[src/rtl/ahb_pkg.sv]
// Shared AHB-Lite codes, register map and slave state encoding for the pixel slave.
package ahb_pkg;

    localparam logic [1:0] HtransIdle   = 2'b00;
    localparam logic [1:0] HtransBusy   = 2'b01;
    localparam logic [1:0] HtransNonseq = 2'b10;
    localparam logic [1:0] HtransSeq    = 2'b11;

    localparam logic HrespOkay  = 1'b0;
    localparam logic HrespError = 1'b1;

    localparam logic [2:0] HsizeWord = 3'b010;

    localparam logic [3:0] AddrCtrl   = 4'h0;
    localparam logic [3:0] AddrStatus = 4'h4;
    localparam logic [3:0] AddrPixel  = 4'h8;
    localparam logic [3:0] AddrResult = 4'hC;

    localparam int unsigned CtrlEnable = 0;
    localparam int unsigned CtrlClear  = 1;

    localparam int unsigned StatFull   = 0;
    localparam int unsigned StatEmpty  = 1;
    localparam int unsigned StatRvalid = 2;
    localparam int unsigned StatOvf    = 3;
    localparam int unsigned StatCount  = 8;

    typedef enum logic [2:0] {
        StIdle,
        StData,
        StWait,
        StErr1,
        StErr2
    } slave_state_e;

endpackage

[src/rtl/pixel_fifo.sv]
// Synchronous pixel FIFO; pointers carry an extra wrap bit so full and empty are distinct.
module pixel_fifo #(
    parameter int unsigned DEPTH = 16,
    parameter int unsigned WIDTH = 8,
    parameter int unsigned CNT_W = $clog2(DEPTH) + 1
) (
    input  logic             clk,
    input  logic             rst_n,
    input  logic             push,
    input  logic             pop,
    input  logic             clear,
    input  logic [WIDTH-1:0] din,
    output logic [WIDTH-1:0] dout,
    output logic             full,
    output logic             empty,
    output logic [CNT_W-1:0] count
);

    localparam int unsigned AW = $clog2(DEPTH);

    logic [WIDTH-1:0] mem_q [DEPTH];
    logic [CNT_W-1:0] wr_ptr_q, wr_ptr_d;
    logic [CNT_W-1:0] rd_ptr_q, rd_ptr_d;
    logic             full_q;
    logic             do_push, do_pop;

    assign count = wr_ptr_q - rd_ptr_q;
    assign empty = (wr_ptr_q == rd_ptr_q);
    assign full  = full_q;
    assign dout  = mem_q[rd_ptr_q[AW-1:0]];

    assign do_pop  = pop & ~empty & ~clear;
    // A full FIFO still accepts a push when a pop frees the head slot this cycle.
    assign do_push = push & (~full_q | do_pop) & ~clear;

    always_comb begin
        wr_ptr_d = wr_ptr_q;
        rd_ptr_d = rd_ptr_q;
        if (clear) begin
            wr_ptr_d = '0;
            rd_ptr_d = '0;
        end else begin
            if (do_push) wr_ptr_d = wr_ptr_q + CNT_W'(1);
            if (do_pop)  rd_ptr_d = rd_ptr_q + CNT_W'(1);
        end
    end

    always_ff @(posedge clk or negedge rst_n) begin
        if (!rst_n) begin
            wr_ptr_q <= '0;
            rd_ptr_q <= '0;
            full_q   <= 1'b0;
        end else begin
            wr_ptr_q <= wr_ptr_d;
            rd_ptr_q <= rd_ptr_d;
            full_q   <= ((wr_ptr_d - rd_ptr_d) == CNT_W'(DEPTH));
        end
    end

    always_ff @(posedge clk) begin
        if (do_push) mem_q[wr_ptr_q[AW-1:0]] <= din;
    end

endmodule

[src/rtl/ahb_pixel_slave.sv]
// AHB-Lite slave: pixel writes feed a FIFO streamed to the convolution engine,
// edge results are captured into a readable result register.
module ahb_pixel_slave
    import ahb_pkg::*;
#(
    parameter int unsigned FIFO_DEPTH = 16,
    parameter int unsigned CNT_W      = $clog2(FIFO_DEPTH) + 1
) (
    input  logic        HCLK,
    input  logic        HRESETn,
    input  logic        HSEL,
    input  logic [31:0] HADDR,
    input  logic [1:0]  HTRANS,
    input  logic        HWRITE,
    input  logic [2:0]  HSIZE,
    input  logic [31:0] HWDATA,
    input  logic        HREADY,
    output logic [31:0] HRDATA,
    output logic        HREADYOUT,
    output logic        HRESP,
    output logic [7:0]  pix_data,
    output logic        pix_valid,
    input  logic        pix_ready,
    input  logic [7:0]  edge_pixel,
    input  logic        edge_valid,
    output logic        fifo_full
);

    slave_state_e st_q, st_d, addr_next;
    logic [3:0]   addr_q;
    logic         write_q;
    logic         enable_q;
    logic [7:0]   result_q;
    logic         result_valid_q;
    logic         overflow_q;

    logic             accept, addr_err;
    logic             data_phase, rd_phase, pixel_wr, ctrl_wr, result_rd;
    logic             clear, pop, push, can_push;
    logic             fifo_empty;
    logic [CNT_W-1:0] fifo_count;
    logic [31:0]      status_word;
    logic             unused_bits;

    assign unused_bits = ^{HADDR[31:4], HTRANS[0], HWDATA[31:8]};

    assign accept   = HSEL & HTRANS[1] & HREADY;
    assign addr_err = (HSIZE != HsizeWord) || (HADDR[1:0] != 2'b00) ||
                      (HWRITE && ((HADDR[3:0] == AddrStatus) || (HADDR[3:0] == AddrResult))) ||
                      (!HWRITE && (HADDR[3:0] == AddrPixel));

    assign data_phase = (st_q == StData) || (st_q == StWait);
    assign rd_phase   = (st_q == StData) && !write_q;
    assign pixel_wr   = data_phase && write_q && (addr_q == AddrPixel);
    assign ctrl_wr    = (st_q == StData) && write_q && (addr_q == AddrCtrl);
    assign result_rd  = rd_phase && (addr_q == AddrResult);
    assign clear      = ctrl_wr && HWDATA[CtrlClear];

    assign pix_valid = enable_q & ~fifo_empty;
    assign pop       = pix_valid & pix_ready & ~clear;
    assign can_push  = ~fifo_full | pop;
    assign push      = pixel_wr & can_push;

    always_comb begin
        addr_next = accept ? (addr_err ? StErr1 : StData) : StIdle;
        st_d      = st_q;
        HREADYOUT = 1'b1;
        HRESP     = HrespOkay;
        case (st_q)
            StIdle: st_d = addr_next;
            StData, StWait: begin
                if (pixel_wr && !can_push) begin
                    HREADYOUT = 1'b0;
                    st_d      = StWait;
                end else begin
                    st_d = addr_next;
                end
            end
            StErr1: begin
                HREADYOUT = 1'b0;
                HRESP     = HrespError;
                st_d      = StErr2;
            end
            StErr2: begin
                HRESP = HrespError;
                st_d  = addr_next;
            end
            default: st_d = StIdle;
        endcase
    end

    always_ff @(posedge HCLK or negedge HRESETn) begin
        if (!HRESETn) begin
            st_q    <= StIdle;
            addr_q  <= '0;
            write_q <= 1'b0;
        end else begin
            st_q <= st_d;
            if (accept) begin
                addr_q  <= HADDR[3:0];
                write_q <= HWRITE;
            end
        end
    end

    // Clear beats a same-cycle edge strobe; an edge strobe beats a same-cycle result read.
    always_ff @(posedge HCLK or negedge HRESETn) begin
        if (!HRESETn) begin
            enable_q       <= 1'b0;
            result_q       <= '0;
            result_valid_q <= 1'b0;
            overflow_q     <= 1'b0;
        end else begin
            if (ctrl_wr) enable_q <= HWDATA[CtrlEnable];
            if (clear) begin
                result_q       <= '0;
                result_valid_q <= 1'b0;
                overflow_q     <= 1'b0;
            end else if (edge_valid) begin
                result_q       <= edge_pixel;
                result_valid_q <= 1'b1;
                if (result_valid_q) overflow_q <= 1'b1;
            end else if (result_rd) begin
                result_valid_q <= 1'b0;
            end
        end
    end

    always_comb begin
        status_word                      = '0;
        status_word[StatFull]            = fifo_full;
        status_word[StatEmpty]           = fifo_empty;
        status_word[StatRvalid]          = result_valid_q;
        status_word[StatOvf]             = overflow_q;
        status_word[StatCount +: CNT_W]  = fifo_count;
        HRDATA = '0;
        if (rd_phase) begin
            case (addr_q)
                AddrCtrl:   HRDATA[CtrlEnable] = enable_q;
                AddrStatus: HRDATA = status_word;
                AddrResult: HRDATA = {24'b0, result_q};
                default:    HRDATA = '0;
            endcase
        end
    end

    pixel_fifo #(
        .DEPTH (FIFO_DEPTH),
        .WIDTH (8),
        .CNT_W (CNT_W)
    ) u_fifo (
        .clk   (HCLK),
        .rst_n (HRESETn),
        .push  (push),
        .pop   (pop),
        .clear (clear),
        .din   (HWDATA[7:0]),
        .dout  (pix_data),
        .full  (fifo_full),
        .empty (fifo_empty),
        .count (fifo_count)
    );

endmodule
[config.mk]
export PLATFORM = sky130hd
export DESIGN_NAME = ahb_pixel_slave
export DESIGN_NICKNAME = d
export VERILOG_FILES = /design/src/rtl/ahb_pkg.sv /design/src/rtl/pixel_fifo.sv /design/src/rtl/ahb_pixel_slave.sv
export SDC_FILE = /design/constraint.sdc
export NUM_CORES = 1
export LEC_CHECK = 0
export BUFFER_PORTS_ARGS = -buffer_cell sky130_fd_sc_hd__buf_2
export CORE_ASPECT_RATIO = 2
export CORE_UTILIZATION = 50
export CTS_BUF_LIST = sky130_fd_sc_hd__clkbuf_16
export DETAILED_ROUTE_END_ITERATION = 8
export PLACE_DENSITY = 0.81
export SETUP_SLACK_MARGIN = 0.5
export SYNTH_ARGS = -nofsm -noshare
export SYNTH_HDL_FRONTEND = slang
export SYNTH_SLANG_ARGS = --single-unit
[constraint.sdc]
create_clock -name HCLK -period 3.2 [get_ports HCLK]
set_input_delay 0.16 -clock HCLK [delete_from_list [all_inputs] [get_ports HCLK]]
set_output_delay 0.16 -clock HCLK [all_outputs]
set_load 0.005 [all_outputs]
==> results.md <==
- Run status: completed
- Overflow after GRT: 0
- Weighted congestion at the end of routability-driven global placement: about 0.80
- H-tree lvl count: 4
- Post-synthesis async set-or-reset flop share: 18.99%
- I/O pins: 128
- # clock sinks: 158
- Clk pin slew, worst setup/hold paths: 0.07 ns
- Number of buffer and inverter stages on the critical path: 1
- Synth-to-layout area growth: 21.97%
- Largest incremental delay on the critical path: 0.42 ns
- Wire length per cell after detailed routing: between 20 and 25 µm
- Portion of the clock cycle consumed by the worst path in the final layout: 95.92%
- Synth Area in Compound Gates: 3.082%
- Unrepaired setup endpoints after global routing: true
- Worst slew margin relative to its limit: a little over half
- Top cell by count, worst path: sky130_fd_sc_hd__mux2i_1
- Number of standard cells in the final layout excluding fillers: 688
- Post-synthesis simple-gate area fraction: 6.436%
- Final hold viol count: 0
- Initial standard-cell utilization of the core: 51.36%
- Post-DP HPWL: roughly 9.5 mm
- Fin area: 0.008418 mm²
- Fraction of final layout cells with drive strength greater than 1: 38.09%
- Post-Synthesis Cells: 408
- Category of the critical setup timing path: reg2reg
- Kind of end point of the critical path: flop
- Path class of the lowest-slack min-delay path: in2reg
- Synthesis warning total: 0
- Skew-Pair Late Insertion Delay: 0.42 ns
- Clock tree root driver cell: sky130_fd_sc_hd__clkbuf_16
- Final count of negative-setup-slack endpoints: 0
- Combinational family with the most area after synthesis: multiplexers
- Highest achievable clock rate: 325.8 MHz
- Vias per cell: 5.802
- Worst Skew: ~0.0095 ns
- Worst endpoint required time: 3.55 ns
- Synth unique cells: 45
- Total power: 6.527 mW
- PwrDens: 775.4 mW/mm²
- Initial antenna violation count: 0
- Mapped Area: 0.006902 mm²
- Number of pins with negative max-slew slack in the final report: 0
- WP depth: 12
- Worst-Margin Slew: around 0.70 ns
- Average size of a mapped cell: 16.92 µm²
- Number of maximum-capacitance violations: 0
- Leak: 3.198 nW
- Net count of the finished layout: 618
- Minimum setup slack among reg-to-reg paths: between 0.1 and 0.15 ns
- Post-synthesis sequential element count: 158
- Maximum number of pins on one net before global-route repair: 36
- Total Neg Setup Slack: 0 ns
- Standard cell with the maximum stage delay on the critical path: sky130_fd_sc_hd__dfrtp_1
- Number of buffers on the longest clock path: 2
- Fraction of post-synthesis cell area in the top cell type by area: between 50% and 60%
- Sequence of cells on the critical path: ha_4 -> nand4_1 -> o211ai_4 -> buf_6 -> mux2i_1 -> or2_1 -> ha_1 -> a21o_1 -> or3_1 -> a21oi_2 -> nand2_1 -> mux2i_1
- Gr usage total: 21.73%
- Placed cell count: 637
- Total cell area at the placement stage: 0.007533 mm²
- Number of nets still failing antenna checks after routing: 0
- Critical path peak fanout: 4
- Primary FF master, synth: sky130_fd_sc_hd__edfxtp_1
- Residual DRC: 0
- Critical path launch point: u_fifo.wr_ptr_q[2]$_DFF_PN0_
- IR drop worst, VDD: 0.4926 mV
- Seq/Total Area, Yosys: around two thirds
- Core region area: 0.01344 mm²
- TritonCTS Buffers: 17
- Clock tree from TritonCTS: built
- Die extent in y: 168.2 µm
- Yosys top cell by area: sky130_fd_sc_hd__edfxtp_1
- Startpoint of the most critical register-to-register path: u_fifo.wr_ptr_q[2]$_DFF_PN0_
- Global-route wire length before repair: between 20 and 25 mm
- Initial DRT Pass Iterations: 4
- Number of global-route vias before repair: 4137
- Multiplexer share of the synthesized area: 15.79%
- Cells taking the most area after synthesis: sky130_fd_sc_hd__edfxtp_1, sky130_fd_sc_hd__mux4_2, sky130_fd_sc_hd__dfrtp_1
- Horizontal die dimension: around 85 µm
- Register-to-Register Path Depth: 12
- Family with the most delay on the worst path: simple AND/OR/NAND/NOR gates
- Core Rows: 60
- Final period demand of the worst path: slightly above 3 ns
- Via count: 3992
- Total Die Area: 0.01431 mm²
- Arrival @ worst endpoint: 3.42 ns
- Startpoint class of the critical path: flop
- Number of synthesized flops with an enable pin: between 100 and 150
- Capturing point of the worst reg2reg path: u_fifo.full$_DFF_PN0_
- Number of violations reported at the end of detailed-routing iteration 0: 240
- Number of I/O port buffers: 55
- Post-route worst hold slack: 0.006028 ns
- Number of diodes added for antenna fixing: 0
- Total wire length after detailed routing: 14.45 mm
- XOR/XNOR share of the synthesized area: 1.759%
- Adder-cell area share of the yosys netlist: 2.647%
- Crit path to: u_fifo.full$_DFF_PN0_
-- metal layers --
layer / track usage [%] / wire length [µm] / vias to the layer above
li1: - / - / 1758
met1: 22.26 / 4979 / 2022
met2: 40.50 / 8241 / 177
met3: 5.000 / 665 / 35
met4: 10.69 / 567 / 0
met5: 0 / 0 / -
-- per-stage QoR --
step | setup slack (ns) | utilization (%)
final | 0.1306 | 62.64
after global routing | 0.05848 | 62.64
after CTS | 0.2312 | 62.20
after detailed placement | 0.04886 | 56.06
after global placement | 0.1099 | 56.06
after floorplan | 0.1148 | -
-- cells in the mapped netlist (3+ instances only) --
| master | n |
|---|---|
| sky130_fd_sc_hd__ha_1 | 13 |
| sky130_fd_sc_hd__buf_2 | 4 |
| sky130_fd_sc_hd__a22o_1 | 4 |
| sky130_fd_sc_hd__xnor2_1 | 5 |
| sky130_fd_sc_hd__a21o_1 | 6 |
| sky130_fd_sc_hd__xor2_1 | 7 |
| sky130_fd_sc_hd__nor2_1 | 36 |
| sky130_fd_sc_hd__inv_1 | 11 |
| sky130_fd_sc_hd__a21oi_1 | 10 |
| sky130_fd_sc_hd__and2_1 | 7 |
| sky130_fd_sc_hd__nand2_1 | 12 |
| sky130_fd_sc_hd__clkbuf_1 | 9 |
| sky130_fd_sc_hd__mux4_2 | 40 |
| sky130_fd_sc_hd__nand2b_1 | 3 |
| sky130_fd_sc_hd__edfxtp_1 | 128 |
| sky130_fd_sc_hd__mux2i_1 | 11 |
| sky130_fd_sc_hd__dfrtp_1 | 30 |
| sky130_fd_sc_hd__nor3_1 | 5 |
| sky130_fd_sc_hd__nand3_1 | 5 |
| sky130_fd_sc_hd__mux2_2 | 7 |
| sky130_fd_sc_hd__or2_1 | 5 |
| sky130_fd_sc_hd__buf_4 | 19 |
-- placed cells by master (no fill, tap or decap), drive strengths merged, types with 2 or more instances in the layout --
cell type	count
a21o	6
a21oi	11
a22o	4
and2	7
and3	2
buf	101
bufinv	3
clkbuf	17
clkinv	2
conb	19
dfrtp	30
dlygate4sd3	8
edfxtp	128
ha	13
inv	22
mux2	7
mux2i	11
mux4	40
nand2	13
nand2b	3
nand3	5
nand4	2
nand4b	2
nor2	36
nor3	5
nor4b	3
o21ai	2
o31ai	2
or2	5
or3	2
xnor2	5
xor2	8
-- state kept, by name, indices dropped and copies added (netlist names) --
signal	cells
st_q	3
u_fifo.full	1
result_valid_q	1
enable_q	1
result_q	8
u_fifo.wr_ptr_q	5
u_fifo.mem_q	128
write_q	1
u_fifo.rd_ptr_q	5
addr_q	4
overflow_q	1
-- cells by family after synthesis --
logic type	after synthesis
adders and majority gates	14
muxes	58
AOI/OAI and AO/OA	29
and+or+nand+nor	88
DFF	158
buffers and inverters	47
other	1
xor gates and xnor gates	13
-- worst reg2reg max path, stage by stage, from the launching register on --
cell                       delay, ns
sky130_fd_sc_hd__dfrtp_1        0.42
sky130_fd_sc_hd__ha_4           0.30
sky130_fd_sc_hd__nand4_1        0.23
sky130_fd_sc_hd__o211ai_4       0.35
sky130_fd_sc_hd__buf_6          0.15
sky130_fd_sc_hd__mux2i_1        0.07
sky130_fd_sc_hd__or2_1          0.26
sky130_fd_sc_hd__ha_1           0.32
sky130_fd_sc_hd__a21o_1         0.19
sky130_fd_sc_hd__or3_1          0.33
sky130_fd_sc_hd__a21oi_2        0.18
sky130_fd_sc_hd__nand2_1        0.08
sky130_fd_sc_hd__mux2i_1        0.12
-- power breakdown --
part | switching [mW] | internal [mW] | total [mW] | leakage [nW]
Combinational | 0.939 | 1.04 | 1.98 | 1.38
Clock | 0.883 | 1.27 | 2.15 | 0.311
Sequential | 0.0900 | 2.30 | 2.39 | 1.51
Total | 1.91 | 4.61 | 6.53 | 3.20
-- how the worst min path moves through the flow --
| stage | from | endpoint | slack [ns] | depth (start not counted) |
|---|---|---|---|---|
| 5_1_grt | edge_pixel[1] | result_q[1]$_DFFE_PN0P_ | 0.004 | 3 |
| 6_report | edge_pixel[5] | result_q[5]$_DFFE_PN0P_ | 0.006 | 3 |
| 4_1_cts | HADDR[3] | addr_q[3]$_DFFE_PN0P_ | 0.001 | 2 |
| 3_5_place_dp | HRESETn | st_q[2]$_DFF_PN0_ | 0.24 | 1 |
| 3_3_place_gp | HRESETn | addr_q[3]$_DFFE_PN0P_ | 0.23 | 1 |
| 2_1_floorplan | HRESETn | addr_q[0]$_DFFE_PN0P_ | -0.14 | 0 |
-- area by class of cell --
type | instances | area, µm²
tap | 155 | 193.9
multi-input combinational | 221 | 2226
fill | 871 | 5020
clock inverter | 15 | 214.0
inverter | 13 | 51.30
sequential | 158 | 4596
clock buffer | 17 | 425.4
timing repair buffer | 109 | 711.9
-- timing repair --
action | CTS | global route
pin swaps | 10 | 12
setup endpoints to repair | 18 | 10
hold buffers | 8 | 0
setup buffers | 5 | 6
endpoints found under the hold margin | 37 | 0
resized for setup | 10 | 4
Note: power is estimated with default switching activity, not from simulation.
